[config.mk]
export PLATFORM = sky130hd
export DESIGN_NAME = jk_cmd_sequencer
export DESIGN_NICKNAME = d
export VERILOG_FILES = /design/src/rtl/jk_cmd_sequencer.sv
export SDC_FILE = /design/constraint.sdc
export NUM_CORES = 1
export LEC_CHECK = 0
export CAP_MARGIN = 20
export CORE_MARGIN = 2
export CORE_UTILIZATION = 50
export CTS_CLUSTER_DIAMETER = 80
export CTS_CLUSTER_SIZE = 14
export DETAILED_ROUTE_END_ITERATION = 12
export PLACE_DENSITY = 0.71
export SYNTH_ARGS = -nofsm -noshare
export SYNTH_HDL_FRONTEND = slang
export SYNTH_SLANG_ARGS = --single-unit
[constraint.sdc]
create_clock -name clk -period 4.7 [get_ports clk]
set_input_delay 0.94 -clock clk [delete_from_list [all_inputs] [get_ports clk]]
set_output_delay 0.94 -clock clk [all_outputs]
set_load 0.05 [all_outputs]
[src/rtl/jk_cmd_sequencer.sv]
// Command sequencer driving a jk flop: buffers hold/clear/set/toggle requests and
// replays each as a one-cycle J/K pulse plus a dwell gap. Optional Q checker: JK_SEQ_CHECK_EN.
module jk_cmd_sequencer #(
    parameter int unsigned DEPTH   = 4,
    parameter int unsigned DWELL_W = 4
) (
    input  logic                       clk,
    input  logic                       reset_n,
    input  logic                       cmd_valid,
    output logic                       cmd_ready,
    input  logic [1:0]                 cmd,
    input  logic [DWELL_W-1:0]         dwell,
    output logic                       j,
    output logic                       k,
    output logic                       busy,
    output logic [$clog2(DEPTH):0]     level,
    input  logic                       q_fb,
    output logic                       err
);

    localparam int unsigned AW = $clog2(DEPTH);
    localparam int unsigned LW = AW + 1;

    typedef struct packed {
        logic [1:0]         cmd;
        logic [DWELL_W-1:0] dwell;
    } entry_t;

    typedef enum logic [1:0] {
        S_IDLE  = 2'd0,
        S_APPLY = 2'd1,
        S_DWELL = 2'd2
    } state_t;

    entry_t               mem [DEPTH];
    entry_t               head;
    logic [AW-1:0]        wr_ptr;
    logic [AW-1:0]        rd_ptr;
    logic [LW-1:0]        level_next;
    logic                 push;
    logic                 pop;
    logic                 empty;
    logic                 take;

    state_t               state;
    state_t               state_next;
    logic [DWELL_W-1:0]   cnt;
    logic [DWELL_W-1:0]   cnt_next;
    logic                 j_next;
    logic                 k_next;

    assign push       = cmd_valid && cmd_ready;
    assign empty      = (level == LW'(0));
    assign head       = mem[rd_ptr];
    assign level_next = level + LW'(push) - LW'(pop);

    // FIFO storage; pointers reset separately so contents need no reset
    always_ff @(posedge clk) begin
        if (push) begin
            mem[wr_ptr] <= '{cmd: cmd, dwell: dwell};
        end
    end

    always_ff @(posedge clk or negedge reset_n) begin
        if (!reset_n) begin
            state     <= S_IDLE;
            cnt       <= '0;
            j         <= 1'b0;
            k         <= 1'b0;
            busy      <= 1'b0;
            level     <= '0;
            cmd_ready <= 1'b1;
            wr_ptr    <= '0;
            rd_ptr    <= '0;
        end else begin
            state     <= state_next;
            cnt       <= cnt_next;
            j         <= j_next;
            k         <= k_next;
            level     <= level_next;
            cmd_ready <= (level_next != LW'(DEPTH));
            busy      <= (state_next != S_IDLE) || (level_next != LW'(0));
            if (push) begin
                wr_ptr <= wr_ptr + AW'(1);
            end
            if (pop) begin
                rd_ptr <= rd_ptr + AW'(1);
            end
        end
    end

    // take: this edge may start the next command (IDLE, end of dwell, or zero-dwell APPLY)
    always_comb begin
        state_next = state;
        cnt_next   = cnt;
        j_next     = 1'b0;
        k_next     = 1'b0;
        pop        = 1'b0;
        take       = 1'b0;
        case (state)
            S_IDLE: begin
                take = 1'b1;
            end
            S_APPLY: begin
                if (cnt != DWELL_W'(0)) begin
                    state_next = S_DWELL;
                end else begin
                    take = 1'b1;
                end
            end
            S_DWELL: begin
                if (cnt == DWELL_W'(1)) begin
                    take = 1'b1;
                end else begin
                    cnt_next = cnt - DWELL_W'(1);
                end
            end
            default: begin
                state_next = S_IDLE;
            end
        endcase
        if (take) begin
            if (!empty) begin
                pop        = 1'b1;
                state_next = S_APPLY;
                j_next     = head.cmd[1];
                k_next     = head.cmd[0];
                cnt_next   = head.dwell;
            end else begin
                state_next = S_IDLE;
                cnt_next   = '0;
            end
        end
    end

`ifdef JK_SEQ_CHECK_EN
    logic exp_q;
    logic chk_pend;
    logic err_q;

    // exp_q follows the flop at the sampling edge; q_fb is compared one edge later
    always_ff @(posedge clk or negedge reset_n) begin
        if (!reset_n) begin
            exp_q    <= 1'b0;
            chk_pend <= 1'b0;
            err_q    <= 1'b0;
        end else begin
            chk_pend <= (state == S_APPLY);
            if (state == S_APPLY) begin
                case ({j, k})
                    2'b10:   exp_q <= 1'b1;
                    2'b01:   exp_q <= 1'b0;
                    2'b11:   exp_q <= ~exp_q;
                    default: exp_q <= exp_q;
                endcase
            end
            if (chk_pend && (q_fb != exp_q)) begin
                err_q <= 1'b1;
            end
        end
    end

    assign err = err_q;
`else
    logic unused_q_fb;
    assign unused_q_fb = q_fb;
    assign err         = 1'b0;
`endif

endmodule

==> tab_implementation.tex <==
\begin{tabular}{lr}
\hline
Metric & Value \\
\hline
\multicolumn{2}{l}{\textbf{Status}} \\
\quad Run status & completed \\
\multicolumn{2}{l}{\textbf{Power and ir drop}} \\
\quad Power Dens Cells & 696 nW/µm² \\
\quad Net switching component of the power & 542 µW \\
\quad Total leakage power & 0.000843 µW \\
\quad Portion of total power attributed to sequential cells & 41.0\% \\
\quad Maximum vdd drop & 0.000286 V \\
\quad Internal power & 943 µW \\
\quad Switching share of power & 36.5\% \\
\quad Share of total power in combinational logic & 40.7\% \\
\quad Clock power share & 18.3\% \\
\multicolumn{2}{l}{\textbf{Layout}} \\
\quad Post-layout net count & 160 \\
\quad Number of antenna diodes & 0 \\
\quad Final core utilization & 59.2\% \\
\quad Fraction of final layout cells with drive strength greater than 1 & 14.2\% \\
\quad Post-synthesis to final-layout area growth & 16.4\% \\
\multicolumn{2}{l}{\textbf{Critical path}} \\
\quad Cell with the biggest individual delay on the critical path & clkdlybuf4s50\_1 \\
\quad Category of the worst setup path capture point & flop \\
\quad Slowest cell delay on critical path & 0.53 ns \\
\quad Data required time at the worst endpoint & 4.87 ns \\
\quad Length in cells of the worst reg-to-reg path & 12 \\
\quad Crit path DAT & 3.30 ns \\
\quad Total buffers and inverters traversed by the critical path & 2 \\
\quad Internal reg-to-reg setup slack & 1.59 ns \\
\quad Worst Path Class, Setup & primary input to flop \\
\quad Largest fanout on the critical path & 5 \\
\quad Crit-path cells & clkdlybuf4s50\_1 -> nand2\_1 -> ha\_1 -> inv\_1 -> ha\_1 -> fa\_1 -> xnor2\_1 -> xnor2\_1 -> or4b\_1 \\
\quad Worst reg2reg startpoint & cnt[0] \\
\quad Kind of start point of the critical path & primary input \\
\quad Endpoint of the lowest-slack register-to-register path & busy \\
\quad Crit path max-delay family & adder cells \\
\multicolumn{2}{l}{\textbf{Flow run}} \\
\quad Number of max-capacitance violations reported & 0 \\
\multicolumn{2}{l}{\textbf{Die}} \\
\quad Die area & 4170 µm² \\
\quad Die outline height & 64.6 µm \\
\quad \# IOs & 18 \\
\quad Die W & 64.6 µm \\
\quad Initial core utilization & 50.9\% \\
\quad Core area & 3610 µm² \\
\quad Floorplan row count & 22 \\
\multicolumn{2}{l}{\textbf{Clock network}} \\
\quad Maximum buffer depth of the clock tree & 2 \\
\quad CTS tree & yes \\
\quad Post-cts gate resize count & 0 \\
\quad Setup Buffers After CTS & 0 \\
\quad Clock sink total & 41 \\
\quad Hold bufs inserted after CTS & 0 \\
\quad Root cell of the clock tree & clkbuf\_8 \\
\quad H-tree levels & 2 \\
\quad Clock latency of the later-clocked register in the worst-skew pair & 0.29 ns \\
\quad Worst-path clk slew & 0.08 ns \\
\quad TritonCTS buffer count & 5 \\
\multicolumn{2}{l}{\textbf{Global route}} \\
\quad Largest net degree at the start of global routing & 18 \\
\quad Antenna violations before repair & 0 \\
\quad Global route total overflow & 0 \\
\quad Global-route usage over all layers & 16.2\% \\
\quad Via count of the first global-routing pass & 1018 \\
\quad First-pass GRT wire length & 4850 µm \\
\multicolumn{2}{l}{\textbf{Synthesis}} \\
\quad Post-Synth XOR/XNOR Area & 2.39\% \\
\quad Count of flip-flops with a built-in enable after synthesis & 24 \\
\quad Post-synth top flop & edfxtp\_1 \\
\quad Largest family of logic cells by synthesized area & multiplexers \\
\quad Post-synthesis net count & 142 \\
\quad Sequential area share after synthesis & 62.6\% \\
\quad Count of unique library cells instantiated by Yosys & 41 \\
\quad Count of mapped cells out of synthesis & 122 \\
\quad Synthesized area divided by synthesized cell count & 15.0 µm² \\
\quad Area share of fa/ha/maj cells after synthesis & 7.23\% \\
\quad Dominant cells by area after synthesis & edfxtp\_1 (39\%), dfrtp\_1 (22\%), mux4\_2 (7.4\%), ha\_1 (6.1\%), inv\_1 (1.8\%) \\
\quad YS warnings & 0 \\
\quad Synthesized area & 1830 µm² \\
\quad Multiplexer area fraction after synthesis & 9.14\% \\
\quad Post-synthesis cell type with the largest combined area & edfxtp\_1 \\
\quad Ys async rst share & 41.5\% \\
\quad Commonest cells post-synth & edfxtp\_1 (24), dfrtp\_1 (16), ha\_1 (9), inv\_1 (9), nand2\_1 (8) \\
\quad Area share of and/or/nand/nor cells after synthesis & 7.98\% \\
\quad Share of the synthesized area in the top cell type & 39.3\% \\
\quad Leading cell type by number of instances after synthesis & edfxtp\_1 \\
\quad Count of state elements after synthesis & 41 \\
\quad Synth Area in Compound Gates & 7.57\% \\
\multicolumn{2}{l}{\textbf{Min path}} \\
\quad Number of cells on the worst hold path & 1 \\
\quad Hold Crit Endpoint & cnt[1] \\
\quad Hold WC Path Type & flop to flop \\
\quad Start point of the worst hold path & cnt[1] \\
\multicolumn{2}{l}{\textbf{Routing}} \\
\quad DR pass1 iterations & 4 \\
\quad Number of nets with antenna violations after routing & 0 \\
\quad Remaining design rule violation count & 0 \\
\quad Number of DRC markers in iteration 0 & 39 \\
\quad Via count & 974 \\
\quad Detail-routed net length per standard cell & 14.9 µm \\
\quad Post-Route WL & 2810 µm \\
\quad Per-cell via count in the routed design & 5.15 \\
\multicolumn{2}{l}{\textbf{Placement}} \\
\quad Placer Congestion & 0.769 \\
\quad Buffers added on ports & 15 \\
\quad Detailed placer's ending HPWL & 2000 µm \\
\multicolumn{2}{l}{\textbf{Timing}} \\
\quad Tightest Pin Transition & 0.756 ns \\
\quad Time the worst path needs with I/O delays and setup & 3.13 ns \\
\quad Final Max Tran Viols & 0 \\
\quad Fin crit share & 66.6\% \\
\quad Count of endpoints failing setup in the final report & 0 \\
\quad Final Hold Violating Endpoints & 0 \\
\quad Top achievable clock speed & 0.319 GHz \\
\quad Setup tns final & 0 ns \\
\quad Slew HR & 49.4\% \\
\quad Fin Clk Skew & 0.00577 ns \\
\quad RSZ-0062 raised after global routing & no \\
\hline
\end{tabular}
-- cell families (layout without fill, tap and decap cells) --
kind of cell,count (synthesis),count (layout)
compound gates,16,16
xor+xnor,5,5
fa+ha+maj,10,10
buf+inv,13,32
flops,41,41
mux,9,9
other cells,1,1
simple gates,27,27
-- area by class of cell --
type	count	area (µm²)
sequential	41	1150
clock inverter	3	41.3
clock buffer	5	68.8
fill	280	1470
inverter	9	33.8
multi-input combinational	68	633
tap	48	60.1
timing repair buffer	15	150
-- worst max path at each step --
stage / from / end / cells after the start
2_1_floorplan: level[1] / busy / 9
3_3_place_gp: cmd_valid / busy / 9
3_5_place_dp: cmd_valid / busy / 9
4_1_cts: cmd_valid / busy / 9
5_1_grt: cnt[0] / busy / 12
6_report: cmd_valid / busy / 9
-- layer usage --
| metal | routed length, µm | vias to the layer above | track usage [%] |
|---|---|---|---|
| met1 | 1310 | 474 | 20.0 |
| met5 | 0 | - | 0 |
| met4 | 26 | 0 | 5.59 |
| met3 | 113 | 5 | 5.90 |
| met2 | 1370 | 13 | 26.4 |
| li1 | - | 482 | - |
-- cells in the final DEF, fill, tap and decap left out, types with 2 or more instances in the layout --
cell,instances
ha_1,9
xor2_1,2
clkbuf_8,5
nand2b_1,3
mux4_2,6
inv_1,9
and2_1,2
xnor2_1,3
clkdlybuf4s50_1,15
dfrtp_1,16
a21boi_0,2
and3_1,4
edfxtp_1,24
a21oi_1,2
nor2b_1,2
mux2_2,2
nor2_1,3
nand2_1,8
-- registers in the layout (all words and copies together), names as in the netlist --
signal,flops
k,1
cnt,4
j,1
rd_ptr,2
busy,1
cmd_ready,1
wr_ptr,2
level,3
state,2
mem,24
-- per-stage QoR --
stage / instance area, µm² / std cells / power, µW / hold WS (ns) / setup slack (ns)
floorplan: 1830 / 122 / 1070 / 0.498 / 1.71
global placement: 2020 / 181 / 1200 / 0.517 / 1.32
detailed placement: 2020 / 181 / 1230 / 0.537 / 1.25
CTS: 2130 / 189 / 1500 / 0.554 / 1.56
global route: 2130 / 189 / 1610 / 0.580 / 1.42
finish: 2130 / 189 / 1490 / 0.551 / 1.57
-- worst register-to-register path, cell delays in order, from the launching register on --
cell and delay (ns):
dfrtp_1 0.42, inv_1 0.10, ha_1 0.20, nand2b_1 0.10, a211o_2 0.35, a21boi_4 0.26, ha_1 0.16, inv_1 0.04
ha_1 0.19, fa_1 0.38, xnor2_1 0.15, xnor2_1 0.15, or4b_1 0.50
-- power by group through the flow --
stage                     clock, µW  combinational [µW]  sequential (µW)
after CTS                       279                 614              610
final                           272                 605              609
after global routing            298                 682              627
after floorplan                   0                 436              631
after detailed placement          0                 610              616
after global placement            0                 589              609
Power figures use the tool's default switching activity.
